===== src/rtl/vga_pkg.sv =====
// Shared VGA timing defaults (640x480 @ 60 Hz) and small decode helpers.
// Raster blocks import this so every layer agrees on the same window math.
package vga_pkg;

    typedef logic [9:0] coord_t;

    localparam int DEF_CLK_DIV = 2;
    localparam int DEF_H_VIS   = 640;
    localparam int DEF_H_FP    = 16;
    localparam int DEF_H_SYNC  = 96;
    localparam int DEF_H_BP    = 48;
    localparam int DEF_V_VIS   = 480;
    localparam int DEF_V_FP    = 10;
    localparam int DEF_V_SYNC  = 2;
    localparam int DEF_V_BP    = 33;

    localparam int H_TOTAL     = DEF_H_VIS + DEF_H_FP + DEF_H_SYNC + DEF_H_BP;
    localparam int V_TOTAL     = DEF_V_VIS + DEF_V_FP + DEF_V_SYNC + DEF_V_BP;
    localparam int HSYNC_START = DEF_H_VIS + DEF_H_FP;
    localparam int HSYNC_END   = HSYNC_START + DEF_H_SYNC;
    localparam int VSYNC_START = DEF_V_VIS + DEF_V_FP;
    localparam int VSYNC_END   = VSYNC_START + DEF_V_SYNC;

    // Half-open window test: lo <= v < hi.
    function automatic logic in_window(coord_t v, coord_t lo, coord_t hi);
        return (v >= lo) && (v < hi);
    endfunction

endpackage


===== src/rtl/vga_timing_gen_pixel_tick_gen.sv =====
// System-clock divider producing a registered one-clock pixel strobe.
// With CLK_DIV = 1 the strobe sits high continuously once out of reset.
module pixel_tick_gen #(
    parameter int CLK_DIV = 2
) (
    input  logic clk,
    input  logic rst_n,
    output logic tick
);

    localparam int CW = (CLK_DIV > 1) ? $clog2(CLK_DIV) : 1;
    localparam logic [CW-1:0] LAST = CW'(CLK_DIV - 1);

    logic [CW-1:0] cnt_q, cnt_d;
    logic          tick_q;

    always_comb begin
        cnt_d = (cnt_q == LAST) ? '0 : cnt_q + 1'b1;
    end

    // Strobe is registered from the next count so it lines up with cnt_q == LAST.
    always_ff @(posedge clk or negedge rst_n) begin
        if (!rst_n) begin
            cnt_q  <= '0;
            tick_q <= 1'b0;
        end else begin
            cnt_q  <= cnt_d;
            tick_q <= (cnt_d == LAST);
        end
    end

    assign tick = tick_q;

endmodule


===== src/rtl/vga_timing_gen.sv =====
// Raster scan generator: pixel divider, x/y counters, sync/blank decode and
// line/frame strobes, all registered so x/y and their decodes change together.
module vga_timing_gen
    import vga_pkg::*;
#(
    parameter int CLK_DIV  = DEF_CLK_DIV,
    parameter int H_VIS    = DEF_H_VIS,
    parameter int H_FP     = DEF_H_FP,
    parameter int H_SYNC   = DEF_H_SYNC,
    parameter int H_BP     = DEF_H_BP,
    parameter int V_VIS    = DEF_V_VIS,
    parameter int V_FP     = DEF_V_FP,
    parameter int V_SYNC   = DEF_V_SYNC,
    parameter int V_BP     = DEF_V_BP,
    parameter bit SYNC_POL = 1'b0
) (
    input  logic       clk,
    input  logic       rst_n,
    output logic [9:0] x,
    output logic [9:0] y,
    output logic       video_on,
    output logic       hsync,
    output logic       vsync,
    output logic       pixel_tick,
    output logic       line_tick,
    output logic       frame_tick
);

    localparam coord_t X_MAX    = coord_t'(H_VIS + H_FP + H_SYNC + H_BP - 1);
    localparam coord_t Y_MAX    = coord_t'(V_VIS + V_FP + V_SYNC + V_BP - 1);
    localparam coord_t X_VIS    = coord_t'(H_VIS);
    localparam coord_t Y_VIS    = coord_t'(V_VIS);
    localparam coord_t HS_BEG   = coord_t'(H_VIS + H_FP);
    localparam coord_t HS_END   = coord_t'(H_VIS + H_FP + H_SYNC);
    localparam coord_t VS_BEG   = coord_t'(V_VIS + V_FP);
    localparam coord_t VS_END   = coord_t'(V_VIS + V_FP + V_SYNC);

    logic   tick;
    logic   x_wrap;
    coord_t x_q, x_d, y_q, y_d;
    logic   von_q, hs_q, vs_q, line_q, frame_q;

    pixel_tick_gen #(.CLK_DIV(CLK_DIV)) u_pixel_tick_gen (
        .clk   (clk),
        .rst_n (rst_n),
        .tick  (tick)
    );

    assign x_wrap = tick && (x_q == X_MAX);

    always_comb begin
        x_d = x_q;
        y_d = y_q;
        if (tick) begin
            x_d = x_wrap ? '0 : x_q + 10'd1;
            if (x_wrap) begin
                y_d = (y_q == Y_MAX) ? '0 : y_q + 10'd1;
            end
        end
    end

    // Decodes use x_d/y_d so they land on the same edge as the counters.
    always_ff @(posedge clk or negedge rst_n) begin
        if (!rst_n) begin
            x_q     <= '0;
            y_q     <= '0;
            von_q   <= 1'b0;
            hs_q    <= ~SYNC_POL;
            vs_q    <= ~SYNC_POL;
            line_q  <= 1'b0;
            frame_q <= 1'b0;
        end else begin
            x_q     <= x_d;
            y_q     <= y_d;
            von_q   <= (x_d < X_VIS) && (y_d < Y_VIS);
            hs_q    <= in_window(x_d, HS_BEG, HS_END) ? SYNC_POL : ~SYNC_POL;
            vs_q    <= in_window(y_d, VS_BEG, VS_END) ? SYNC_POL : ~SYNC_POL;
            line_q  <= x_wrap;
            frame_q <= x_wrap && (y_q == Y_MAX);
        end
    end

    assign x          = x_q;
    assign y          = y_q;
    assign video_on   = von_q;
    assign hsync      = hs_q;
    assign vsync      = vs_q;
    assign pixel_tick = tick;
    assign line_tick  = line_q;
    assign frame_tick = frame_q;

endmodule


===== config.mk =====
export PLATFORM = sky130hd
export DESIGN_NAME = vga_timing_gen
export DESIGN_NICKNAME = d
export VERILOG_FILES = /design/src/rtl/vga_pkg.sv /design/src/rtl/vga_timing_gen_pixel_tick_gen.sv /design/src/rtl/vga_timing_gen.sv
export SDC_FILE = /design/constraint.sdc
export NUM_CORES = 1
export LEC_CHECK = 0
export BUFFER_PORTS_ARGS = -buffer_cell sky130_fd_sc_hd__buf_2
export CAP_MARGIN = 20
export CORE_MARGIN = 3
export CORE_UTILIZATION = 54
export CTS_CLUSTER_SIZE = 30
export DETAILED_ROUTE_END_ITERATION = 10
export PLACE_DENSITY = 0.78
export SKIP_LAST_GASP = 1
export SLEW_MARGIN = 20
export SYNTH_ARGS = -nofsm -noshare
export SYNTH_HDL_FRONTEND = slang
export SYNTH_SLANG_ARGS = --single-unit

===== constraint.sdc =====
create_clock -name clk -period 3.1 [get_ports clk]
set_clock_uncertainty 0.05 [all_clocks]
set_input_delay 0.465 -clock clk [delete_from_list [all_inputs] [get_ports clk]]
set_output_delay 0.465 -clock clk [all_outputs]
set_load 0.05 [all_outputs]

==> results.cfg <==
[clock_network]
tritoncts = built
cts-root-buf = clkbuf_4
postCtsHoldBufs = 0
cts_setup_buffers = 0
post_cts_resized = 0
path_clk_slew_ns = 0.15
insertion_delay_ns = 0.32
cts-buffers-inserted = 3
cts.sinks = 26
htreeDepth = 1
cts_buffer_depth = 2

[placement]
place_inst = 191
place_ws_ns = 0.543
port_buffers = 27
place.gp.congestion = 0.876
dp.final_hpwl_mm = 2.32

[timing]
slew_violations = 0
rsz0062_at_grt = no
worst_slew_pin_slew_ns = 0.562
fin_crit_sh_pct = 84.0
period_minus_slack_ns = 2.60
report.final.hold_viol_count = 0
worst_slack_ns = 0.496
setup_tns_ns = 0
fin_hold_ws_ns = 0.0559
max_freq_ghz = 0.384
setup_viol = 0
slew_headroom_pct = 62.5

[setup_path]
r2r-end = vsync
crit_end = vsync
worstSetupStartpointType = flop
crit_required_ns = 3.31
arrival_ns = 2.81
end_kind = flop
cp_cell_sequence = nand4b_1 > or3_4 > clkinv_1 > and3_1 > o221ai_2 > or4_1
crit_fanout = 14
slowest_delay_ns = 0.59
critPathLaunch = x[4]
rrSetupSlack_ns = 0.50
crit_slowest_cell = dfrtp_1
worstSetupPathType = reg2reg
ff2ff_path_depth = 6
rr_startpoint = x[4]

[synthesis]
syn_nets = 146
synth_top_area_share_pct = 41.7
syn_area_mm2 = 0.00144
synth_flop_cell = dfrtp_1
syn_area_per_cell_um2 = 10.2
ys_ff_latch = 26
synth-seq-area-share_pct = 45.3
yosysWarnings = 0
synthCells = 141
ys_types = 54
synthTopCellsByArea = dfrtp_1 42%, dfstp_2 3.6%, xor2_1 3.6%, nand2_1 3.1%, ha_1 2.6%
yosysTopAreaCell = dfrtp_1
async_flop_share_pct = 100
synth-edff-count = 0

[power_and_ir_drop]
p_switching_mw = 0.108
switching_share_pct = 20.9
p_leak_nw = 0.761
cellPowerDensity_mw_per_mm2 = 326
comb_power_share_pct = 1.3
p_int_mw = 0.412
p_seq_share_pct = 65.2
vdd_drop_max_v = 0.000276
clock_power_share_pct = 33.5

[final_layout]
diodes = 0
drive_above_1_share_pct = 27.3
syn2layout_area_growth_pct = 10.8
final_nets = 171
fin_util_pct = 63.9
final_cells = 195

[route]
ant_nets = 0
routed_via_density = 6.17
routed_wl_mm = 3.14
route.detailed.drc = 0
first_pass_iters = 4
vias = 1203
wl_per_cell_um = 16.1
first_iter_violations = 54

[floorplan]
die_width_um = 57.7
fp.dieH_um = 57.7
fp-row-count = 18
core_mm2 = 0.00250
io_pins = 28
die_area_mm2 = 0.00333
initial_core_util_pct = 57.7

[global_route]
grt_max_degree = 27
grt_use_total_pct = 20.3
grt_pass1_vias = 1134
antenna_found_initial = 0
grt_overflow = 0
grt_pass1_wl_mm = 5.31

[min_path]
min_path_type = in2async

[flow_run]
maxCapViolCount = 0

[run_status]
outcome = completed
stage by stage:
| stage | total power, mW | cell area (um^2) |
|---|---|---|
| 3_3_place_gp | 0.352 | 1560 |
| 4_1_cts | 0.523 | 1600 |
| 5_1_grt | 0.536 | 1600 |
| 6_report | 0.520 | 1600 |
| 2_1_floorplan | 0.346 | 1440 |
| 3_5_place_dp | 0.353 | 1560 |
cell usage in the layout, fill, tap and decap left out, drive strengths merged, types with 2 or more instances in the layout:
cell / n
a211oi: 2
a21oi: 2
a31oi: 2
and2: 2
and3: 3
and4: 2
buf: 27
clkbuf: 4
dfrtp: 24
dfstp: 2
ha: 3
inv: 7
nand2: 12
nand3: 7
nand4: 7
nand4b: 3
nor2: 9
nor3: 2
nor4: 4
o211ai: 2
o21ai: 5
or2: 2
xnor2: 4
xor2: 6
per-layer routing:
metal | global-route usage (%) | wire length, um | up-vias
met5 | 0 | 0 | -
met4 | 6.95 | 44 | 0
met3 | 2.45 | 185 | 8
met2 | 32.7 | 1540 | 48
met1 | 28.5 | 1370 | 589
li1 | - | - | 558
flip-flops by register name, indices dropped and copies added, names as in the netlist:
signal,count
x,10
y,10
frame_tick,1
hsync,1
line_tick,1
u_pixel_tick_gen.cnt_q,1
video_on,1
vsync,1
cells by family (layout without fill, tap and decap cells):
group,after synthesis,in the layout,share of synthesized area (%)
and+or+nand+nor,61,61,26.1
DFF,26,26,45.3
AOI/OAI and AO/OA,24,24,12.6
buffers and inverters,15,39,5.82
xor gates and xnor gates,10,10,6.08
adders and majority gates,3,3,2.60
muxes,2,2,1.48
final cells by class:
type | instances | area [um^2]
Tap cell | 30 | 37.5
Inverter | 8 | 30.0
Fill cell | 189 | 903
Sequential cell | 26 | 653
Clock buffer | 4 | 36.3
Multi-Input combinational cell | 100 | 704
Timing Repair Buffer | 27 | 135
cell usage after synthesis, types with 2 or more instances:
cell type,number
nor2_1,9
nand4_1,6
inv_1,7
xor2_1,6
a211oi_1,2
or2_1,2
and2_2,2
clkbuf_1,2
a21oi_1,2
o21ai_0,4
dfstp_2,2
nor4_1,3
o211ai_1,2
and3_1,2
a31oi_1,2
ha_1,3
nand2_1,12
nand4b_1,3
xnor2_1,4
nor3_1,2
dfrtp_1,24
nand3_1,7
buf_6,2
power by group through the flow:
stage | clock (mW) | combinational (mW) | sequential [mW]
2_1_floorplan | 0 | 0.000000306 | 0.346
3_3_place_gp | 0 | 0.00683 | 0.346
3_5_place_dp | 0 | 0.00726 | 0.346
4_1_cts | 0.176 | 0.00716 | 0.339
5_1_grt | 0.188 | 0.00807 | 0.340
6_report | 0.174 | 0.00661 | 0.339
worst max-delay path: cells and delay by family, from the launching register on:
family	cells	cell delay (ns)
AO/OA/AOI/OAI	1	0.10
buffers and inverters	1	0.26
flip-flops	1	0.59
AND/OR/NAND/NOR	4	1.53
worst min-delay path by stage:
| stage | cells past startpoint | endpoint | slack [ns] | startpoint |
|---|---|---|---|---|
| floorplan | 0 | frame_tick | 0.12 | rst_n |
| global placement | 1 | y[7] | 0.43 | rst_n |
| detailed placement | 1 | y[7] | 0.44 | rst_n |
| CTS | 1 | y[7] | 0.08 | rst_n |
| global route | 1 | y[6] | 0.09 | rst_n |
| finish | 1 | y[6] | 0.06 | rst_n |
Note: power is estimated with default switching activity, not from simulation.
